--- config.mk ---
export PLATFORM = sky130hd
export DESIGN_NAME = video_sink_monitor
export DESIGN_NICKNAME = d
export VERILOG_FILES = /design/src/rtl/video_sink_monitor.sv
export SDC_FILE = /design/constraint.sdc
export NUM_CORES = 1
export LEC_CHECK = 0
export ABC_AREA = 0
export BUFFER_PORTS_ARGS = -buffer_cell sky130_fd_sc_hd__buf_2
export CAP_MARGIN = 20
export CORE_MARGIN = 5
export CORE_UTILIZATION = 50
export DETAILED_ROUTE_END_ITERATION = 6
export PLACE_DENSITY = 0.67
export RECOVER_POWER = 50
export SLEW_MARGIN = 20
export SYNTH_ARGS = -nofsm -noshare
export SYNTH_HDL_FRONTEND = slang
export SYNTH_SLANG_ARGS = --single-unit
--- constraint.sdc ---
create_clock -name pixel_clk -period 3.31 [get_ports pixel_clk]
set_input_delay 0.331 -clock pixel_clk [delete_from_list [all_inputs] [get_ports pixel_clk]]
set_output_delay 0.331 -clock pixel_clk [all_outputs]
set_load 0.01 [all_outputs]
--- src/rtl/video_sink_monitor.sv ---
// video_sink_monitor: pixel-clock-side checker for the HS/VS/BLANK/RGB video stream.
// Per frame it measures active-run lengths, counts active lines and computes a
// 24-bit pixel checksum. It then compares the frame geometry against HDISP/VDISP
// and asserts 'locked' after LOCK_FRAMES consecutive conforming frames.
//
// Pipeline, relative to the pixel_clk edge t at which vs is first sampled low:
//   edge t   : inputs land in the *_r_q input registers
//   edge t+1 : edge detected on the registered copies; frame results captured (res_*_q)
//   edge t+2 : result outputs, frame_done and lock state updated together
//
// Streaming handshake: this block has no ready/valid. It accepts one pixel per
// cycle unconditionally, and frame_done acts as a one-cycle valid for the result
// outputs. Those outputs hold their value until the next frame is evaluated.
module video_sink_monitor #(
  parameter int HDISP       = 800,
  parameter int VDISP       = 480,
  parameter int LOCK_FRAMES = 2
) (
  input  logic        pixel_clk,
  input  logic        pixel_rst,
  input  logic        hs,
  input  logic        vs,
  input  logic        blank,
  input  logic [23:0] rgb,
  output logic        frame_done,
  output logic        frame_ok,
  output logic        err_hdisp,
  output logic        err_vdisp,
  output logic [11:0] line_count,
  output logic [11:0] last_run,
  output logic [23:0] frame_sum,
  output logic        locked
);

  localparam logic [11:0] HDISP_L = HDISP[11:0];
  localparam logic [11:0] VDISP_L = VDISP[11:0];
  localparam logic [3:0]  LOCK_L  = LOCK_FRAMES[3:0];

  typedef enum logic {
    S_SYNC    = 1'b0,
    S_MEASURE = 1'b1
  } state_t;

  // Saturating 12-bit increment used by the run and line counters.
  function automatic logic [11:0] sat_inc(input logic [11:0] v);
    return (v == 12'hFFF) ? v : v + 12'd1;
  endfunction

  // Input stage and previous-value copies used for edge detection.
  logic        vs_r_q, vs_r_d, vs_prev_q, vs_prev_d;
  logic        hs_r_q, hs_r_d;
  logic        blank_r_q, blank_r_d, blank_prev_q, blank_prev_d;
  logic [23:0] rgb_r_q, rgb_r_d;

  // Measurement state and accumulators.
  state_t      state_q, state_d;
  logic [11:0] run_q, run_d;
  logic [11:0] lines_q, lines_d;
  logic [11:0] last_acc_q, last_acc_d;
  logic        line_err_q, line_err_d;
  logic [23:0] sum_q, sum_d;

  // Captured frame results, waiting one cycle before publication.
  logic        pend_q, pend_d;
  logic [11:0] res_lines_q, res_lines_d;
  logic [11:0] res_last_q, res_last_d;
  logic [23:0] res_sum_q, res_sum_d;
  logic        res_herr_q, res_herr_d;
  logic        res_verr_q, res_verr_d;

  // Published results and lock tracking.
  logic        frame_done_q, frame_done_d;
  logic        frame_ok_q, frame_ok_d;
  logic        err_h_q, err_h_d;
  logic        err_v_q, err_v_d;
  logic [11:0] line_count_q, line_count_d;
  logic [11:0] last_run_q, last_run_d;
  logic [23:0] frame_sum_q, frame_sum_d;
  logic [3:0]  good_cnt_q, good_cnt_d;
  logic        locked_q, locked_d;

  // Edge detection and end-of-frame closing values.
  logic        vs_fall, in_run, run_end;
  logic [11:0] run_inc, close_len, fin_lines, fin_last;
  logic        fin_err;
  logic [23:0] fin_sum;

  // hs carries no information this measurement depends on; it is only registered.
  logic unused_hs;
  assign unused_hs = hs_r_q;

  // Input registers: capture the raw stream and keep one-cycle-old copies.
  always_comb begin
    vs_r_d       = vs;
    hs_r_d       = hs;
    blank_r_d    = blank;
    rgb_r_d      = rgb;
    vs_prev_d    = vs_r_q;
    blank_prev_d = blank_r_q;
  end

  // Edge detection, plus the values a frame would close with if this cycle were the VS edge.
  always_comb begin
    vs_fall   = vs_prev_q & ~vs_r_q;
    in_run    = blank_r_q & blank_prev_q;
    run_end   = blank_prev_q & ~blank_r_q;
    run_inc   = sat_inc(run_q);
    close_len = in_run ? run_inc : run_q;
    fin_lines = blank_prev_q ? sat_inc(lines_q) : lines_q;
    fin_err   = line_err_q | (blank_prev_q & (close_len != HDISP_L));
    fin_last  = blank_prev_q ? close_len : last_acc_q;
    fin_sum   = in_run ? (sum_q + rgb_r_q) : sum_q;
  end

  // Measurement FSM: hold accumulators in SYNC, accumulate and evaluate in MEASURE.
  always_comb begin
    state_d     = state_q;
    run_d       = run_q;
    lines_d     = lines_q;
    last_acc_d  = last_acc_q;
    line_err_d  = line_err_q;
    sum_d       = sum_q;
    pend_d      = 1'b0;
    res_lines_d = res_lines_q;
    res_last_d  = res_last_q;
    res_sum_d   = res_sum_q;
    res_herr_d  = res_herr_q;
    res_verr_d  = res_verr_q;
    case (state_q)
      S_SYNC: begin
        run_d      = 12'd0;
        lines_d    = 12'd0;
        last_acc_d = 12'd0;
        line_err_d = 1'b0;
        sum_d      = 24'd0;
        if (vs_fall) begin
          state_d = S_MEASURE;
        end
      end
      S_MEASURE: begin
        if (vs_fall) begin
          // Close the frame (including any open run) and start the next one empty;
          // the edge-cycle pixel belongs to the frame being closed or to none.
          pend_d      = 1'b1;
          res_lines_d = fin_lines;
          res_last_d  = fin_last;
          res_sum_d   = fin_sum;
          res_herr_d  = fin_err;
          res_verr_d  = (fin_lines != VDISP_L);
          run_d       = 12'd0;
          lines_d     = 12'd0;
          last_acc_d  = 12'd0;
          line_err_d  = 1'b0;
          sum_d       = 24'd0;
        end else begin
          run_d = blank_r_q ? run_inc : 12'd0;
          if (run_end) begin
            lines_d    = sat_inc(lines_q);
            last_acc_d = run_q;
            if (run_q != HDISP_L) begin
              line_err_d = 1'b1;
            end
          end
          if (blank_r_q) begin
            sum_d = sum_q + rgb_r_q;
          end
        end
      end
      default: begin
        state_d = S_SYNC;
      end
    endcase
  end

  // Publication stage: drive the outputs, pulse frame_done and update the lock counter.
  always_comb begin
    frame_done_d = 1'b0;
    frame_ok_d   = frame_ok_q;
    err_h_d      = err_h_q;
    err_v_d      = err_v_q;
    line_count_d = line_count_q;
    last_run_d   = last_run_q;
    frame_sum_d  = frame_sum_q;
    good_cnt_d   = good_cnt_q;
    locked_d     = locked_q;
    if (pend_q) begin
      frame_done_d = 1'b1;
      frame_ok_d   = ~res_herr_q & ~res_verr_q;
      err_h_d      = res_herr_q;
      err_v_d      = res_verr_q;
      line_count_d = res_lines_q;
      last_run_d   = res_last_q;
      frame_sum_d  = res_sum_q;
      if (~res_herr_q & ~res_verr_q) begin
        good_cnt_d = (good_cnt_q >= LOCK_L) ? LOCK_L : good_cnt_q + 4'd1;
        locked_d   = (good_cnt_d == LOCK_L);
      end else begin
        good_cnt_d = 4'd0;
        locked_d   = 1'b0;
      end
    end
  end

  // All state registers; sync idles high, so vs copies reset to 1 to avoid a false edge.
  always_ff @(posedge pixel_clk) begin
    if (pixel_rst) begin
      vs_r_q       <= 1'b1;
      vs_prev_q    <= 1'b1;
      hs_r_q       <= 1'b1;
      blank_r_q    <= 1'b0;
      blank_prev_q <= 1'b0;
      rgb_r_q      <= 24'd0;
      state_q      <= S_SYNC;
      run_q        <= 12'd0;
      lines_q      <= 12'd0;
      last_acc_q   <= 12'd0;
      line_err_q   <= 1'b0;
      sum_q        <= 24'd0;
      pend_q       <= 1'b0;
      res_lines_q  <= 12'd0;
      res_last_q   <= 12'd0;
      res_sum_q    <= 24'd0;
      res_herr_q   <= 1'b0;
      res_verr_q   <= 1'b0;
      frame_done_q <= 1'b0;
      frame_ok_q   <= 1'b0;
      err_h_q      <= 1'b0;
      err_v_q      <= 1'b0;
      line_count_q <= 12'd0;
      last_run_q   <= 12'd0;
      frame_sum_q  <= 24'd0;
      good_cnt_q   <= 4'd0;
      locked_q     <= 1'b0;
    end else begin
      vs_r_q       <= vs_r_d;
      vs_prev_q    <= vs_prev_d;
      hs_r_q       <= hs_r_d;
      blank_r_q    <= blank_r_d;
      blank_prev_q <= blank_prev_d;
      rgb_r_q      <= rgb_r_d;
      state_q      <= state_d;
      run_q        <= run_d;
      lines_q      <= lines_d;
      last_acc_q   <= last_acc_d;
      line_err_q   <= line_err_d;
      sum_q        <= sum_d;
      pend_q       <= pend_d;
      res_lines_q  <= res_lines_d;
      res_last_q   <= res_last_d;
      res_sum_q    <= res_sum_d;
      res_herr_q   <= res_herr_d;
      res_verr_q   <= res_verr_d;
      frame_done_q <= frame_done_d;
      frame_ok_q   <= frame_ok_d;
      err_h_q      <= err_h_d;
      err_v_q      <= err_v_d;
      line_count_q <= line_count_d;
      last_run_q   <= last_run_d;
      frame_sum_q  <= frame_sum_d;
      good_cnt_q   <= good_cnt_d;
      locked_q     <= locked_d;
    end
  end

  assign frame_done = frame_done_q;
  assign frame_ok   = frame_ok_q;
  assign err_hdisp  = err_h_q;
  assign err_vdisp  = err_v_q;
  assign line_count = line_count_q;
  assign last_run   = last_run_q;
  assign frame_sum  = frame_sum_q;
  assign locked     = locked_q;

endmodule

* After elaboration in Yosys (flattened, before gate mapping)
Cells that the tools add are included.
** Word-level totals
- Register bits after elaboration :: 198
- Bits in latches :: 0
- Memory bits (writable) :: 0
- Bits in read-only memories :: 0
- Input bits :: 29
- Output and inout port bits :: 53
- Word-level logic and storage cells :: 82
- Memories kept :: 0
** Cells by class
- Add/sub/neg operators :: 4
- Multiply operators :: 0
- Divide/modulo/power cells :: 0
- Magnitude comparators :: 1
- Equality and inequality tests :: 9
- Shift-type cells :: 0
- Multiplexer cells :: 28
- Bitwise logic cells :: 11
- Reduce and logical (&&, ||, !) cells :: 3
** Operators by type and width (number)
- two-way mux 12 bit :: 11
- two-way mux 24 bit :: 3
- case mux 12 bit (2 select lines) :: 3
- case mux 24 bit (2 select lines) :: 1
- adder 12 x 1 -> 12 bit (second input constant) :: 2
- adder 24 bit :: 1
- equality test 12 bit (second input constant) :: 2
- inequality test 12 x 10 -> 1 bit (second input constant) :: 2
- inequality test 12 x 9 -> 1 bit (second input constant) :: 1
- two-way mux 4 bit :: 2
- two-way mux 1 bit :: 7
- inequality test 3 x 1 -> 1 bit (second input constant) :: 2
- bitwise AND 1 bit :: 5
- NOT 1 bit :: 5
- adder 4 x 1 -> 4 bit (second input constant) :: 1
- equality test 4 x 2 -> 1 bit (second input constant) :: 1
- >= comparator 4 x 2 -> 1 bit (second input constant) :: 1
- AND reduction 2 bit :: 2
- inequality test 3 x 2 -> 1 bit (second input constant) :: 1
- case mux 1 bit (2 select lines) :: 1
- OR reduction 2 bit :: 1
- OR 1 bit :: 1

* Depth between registers and ports, before layout
- Depth in word-level cells :: 6
- Gate-level depth with buffers :: 11
- Gate-level depth less buffers :: 10

* Worst setup path after synthesis
Ideal clock, no wire load.
- Kind :: reg-to-reg
- Start :: register sum_q[0]
- End :: register res_sum_q[20]
- Library setup time :: 130 ps
- Arrival :: 2311 ps
- Required time :: 3180 ps
- Path slack :: 868 ps
- Cell stages (with the launch flop) :: 11
- Buffers on the path :: 0
- Clock period less this slack :: 2442 ps
- Cells stage by stage :: dfxtp_1 ha_1 fa_1 a211oi_1 o21ai_2 o2111ai_2 o21ai_2 a41oi_2 mux2i_1 a211oi_2 o22ai_1
** Between the ends
- Word-level cells in the longest chain between the ends :: 2
** Ends and longest elaborated chain
- start: declaration :: RTL line 61 : logic [23:0] sum_q, sum_d;
- start signal: assignment :: RTL line 246 : sum_q <= sum_d;
- adder 24 bit :: RTL line 112 : fin_sum = in_run ? (sum_q + rgb_r_q) : sum_q;
- two-way mux 24 bit :: RTL line 112
- end signal: assignment :: RTL line 250 : res_sum_q <= res_sum_d;
- end: declaration :: RTL line 67 : logic [23:0] res_sum_q, res_sum_d;
Every way passes these cells.
A chain may end at the register's enable or synchronous reset.

==> run summary <==
cts bufs inserted -> 17
LEAKAGE -> 3.61 nW
ranking of synthesized cells by area -> dfxtp_1, mux2i_1, nor2_1
RSZ-0062 raised after global routing -> false
Final Hold Viols -> 0
Routed Antenna Nets -> 0
DR WL/cell -> 15.4 µm
Die Y -> 146 µm
clock buffer depth -> 2
Synth Area in Simple Gates -> 20.0%
vias in the first global route -> 7046
drt pass-1 iters -> 5
Post-Synthesis Cells -> 1059
Worst-Skew Late Latency -> 0.43 ns
cell count after placement -> 1306
post-CTS sizing -> 0
global-route wire length before repair -> 35.1 mm
Worst path slowest cell -> clkbuf_1
Worst setup SP type -> input pin
hold_buf cts -> 0
worst-case reg-to-reg path depth -> 10
die area -> 0.0212 mm²
Cell Rows -> 49
post-route minimum period -> 2.78 ns
failing checks -> capacitance limit, slew limit
core area -> 0.0180 mm²
TritonCTS clock tree -> built
pre-CTS setup slack -> 0.579 ns
pin count of the biggest net entering global routing -> 52
final WL -> 20.7 mm
hold path cells -> 2
run status -> finished with violations
H-tree Lvls -> 4
Async SR Flop Fraction -> 0%
Clock Root Buffer -> clkbuf_16
final non-filler cell total -> 1338
vias per std cell -> 5.54
max capacitance violation total -> 1
DIE WIDTH -> 146 µm
Hold WC Path Type -> input pin to flip-flop
clock slew at reported path FFs -> 0.07 ns
starting density of the core -> 51.1%
post-synth top area cell -> dfxtp_1
yosys warns -> 0
Hold Path End -> rgb_r_q[0]
RR Startpoint -> sum_q[0]
layout cells sized above 1 -> 9.20%
Mapped Area -> 0.00920 mm²
gpl congestion -> 0.917
crit path kind -> input pin to flip-flop
Worst Path Max Fanout -> 48
# DRC -> 0
IO Port Bufs -> 80
worst stage delay on the critical path -> 1.55 ns
DP HPWL -> 13.9 mm
setup_tns -> 0 ns
R2R Setup Slk -> 0.54 ns
number of synthesized flops with an enable pin -> 0
# Post-CTS Setup Buffers -> 0
Hold Path Origin -> rgb[0]
GRT Util Overall -> 19.5%
register bit total from synthesis -> 198
Yosys top cell area share -> 43.1%
Seq/Total Area, Yosys -> 43.1%
main combinational cell family by area after synthesis -> simple AND/OR/NAND/NOR gates
Final Cycle Share -> 84.1%
Synth Net Count -> 1117
Synth Area in XOR/XNOR -> 4.19%
# diodes -> 0
Cell Pwr Density -> 459 mW/mm²
Adder-Cell Fraction of Synth Area -> 4.02%
CTS sink cnt -> 198
Post-synth top cells -> dfxtp_1, nor2_1, nand2_1
FF-to-FF End -> res_sum_q[20]
post-synthesis mux area share -> 8.51%
Top Ports -> 82
post-route setup slack -> 0.528 ns
Area Growth Syn to Fin -> 10.7%
gr ovfl total -> 0
Layout Skew -> 0.0112 ns
Peak VDD IR -> 0.333 mV
fin. max-slew vios -> 49
initial antenna violation count -> 0
Worst-Margin Slew -> 2.21 ns
critical-path cell list -> clkbuf_1 -> or3b_2 -> buf_12 -> a211oi_1
Compound-Gate Fraction of Synth Area -> 15.9%
FILL cells -> 1692
Max Freq -> 0.359 GHz
slew margin rel. -> -47.1%
Netlist cell types -> 69
vias -> 7407
final number of setup-violating endpoints -> 0
CP Data Arrival Time -> 3.07 ns
most common cell in the netlist -> dfxtp_1
ys flop type -> dfxtp_1
Critical Path RT -> 3.60 ns
final net count -> 1154
Avg Inst Size Synth -> 8.69 µm²
kind of end point of the critical path -> flip-flop
initial DRC count -> 470
[critical path, delay by kind of cell]
kind,cells,cell delay (ns)
simple gates,1,0.86
buf+inv,2,1.80
compound gates,1,0.06
[worst max-delay path by stage]
stage,cells after the start,to,from
floorplan,10,res_sum_q[20],sum_q[0]
global placement,10,res_sum_q[20],sum_q[0]
detailed placement,10,res_sum_q[20],sum_q[0]
CTS,10,res_sum_q[20],sum_q[0]
global route,5,sum_q[22],pixel_rst
finish,4,sum_q[7],pixel_rst
[registers in the layout, summed over array words and instances, names as in the netlist, 4 cells and up]
register	cells
run_q	12
line_count	12
rgb_r_q	24
res_lines_q	12
res_last_q	12
frame_sum	24
last_run	12
lines_q	12
res_sum_q	24
sum_q	24
last_acc_q	12
good_cnt_q	4
[through the flow]
| step | power [mW] | util, % | area (µm²) | hold slack (ns) |
|---|---|---|---|---|
| 6_report | 4.68 | 56.5 | 10200 | 0.103 |
| 5_1_grt | 4.86 | 56.5 | 10200 | 0.0945 |
| 4_1_cts | 4.72 | 56.9 | 10300 | 0.0876 |
| 3_5_place_dp | 2.74 | 53.8 | 9690 | 0.433 |
| 3_3_place_gp | 2.73 | 53.8 | 9690 | 0.429 |
| 2_1_floorplan | 2.67 | - | 9200 | 0.418 |
[layout by cell type (no fill, tap or decap), types with 25 or more instances in the layout]
master,synthesis,routed
a21oi_1,69,69
clkbuf_1,49,55
a211oi_1,30,30
dfxtp_1,198,196
nor2_1,164,164
nand2_1,109,109
buf_2,14,26
mux2i_1,76,76
ha_1,28,28
xnor2_1,25,25
o21ai_0,25,25
nor2b_1,31,31
[cell type report]
cell class | instances | area [µm²] | share of cell area (%)
clock buffers | 19 | 443 | 4.35
clock inverters | 13 | 120 | 1.18
inverters | 10 | 37.5 | 0.368
multi-input cells | 770 | 4840 | 47.5
flip-flops and latches | 198 | 3970 | 39.0
well taps | 229 | 287 | 2.81
repair buffers | 99 | 488 | 4.79
[cell families (layout without fill, tap and decap cells)]
kind of cell,Yosys count,in the layout
fa+ha+maj,29,29
mux,78,78
buf+inv,91,141
xor+xnor,44,44
simple gates,404,404
flops,198,198
compound gates,215,215
[layer usage]
| layer | global-route usage [%] | up-vias | part of all wire, % |
|---|---|---|---|
| met4 | 4.62 | 0 | 0.83 |
| met1 | 26.4 | 3498 | 49 |
| met2 | 32.5 | 126 | 48 |
| met3 | 3.64 | 15 | 3.0 |
| met5 | 0 | - | 0 |
| li1 | - | 3768 | - |
[where the power goes]
part | internal, mW | leakage (nW) | switching [mW]
registers | 2.42 | 1.61 | 0.0257
logic | 0.0909 | 1.73 | 0.145
clock network | 1.07 | 0.271 | 0.930
Note: power is estimated with default switching activity, not from simulation.
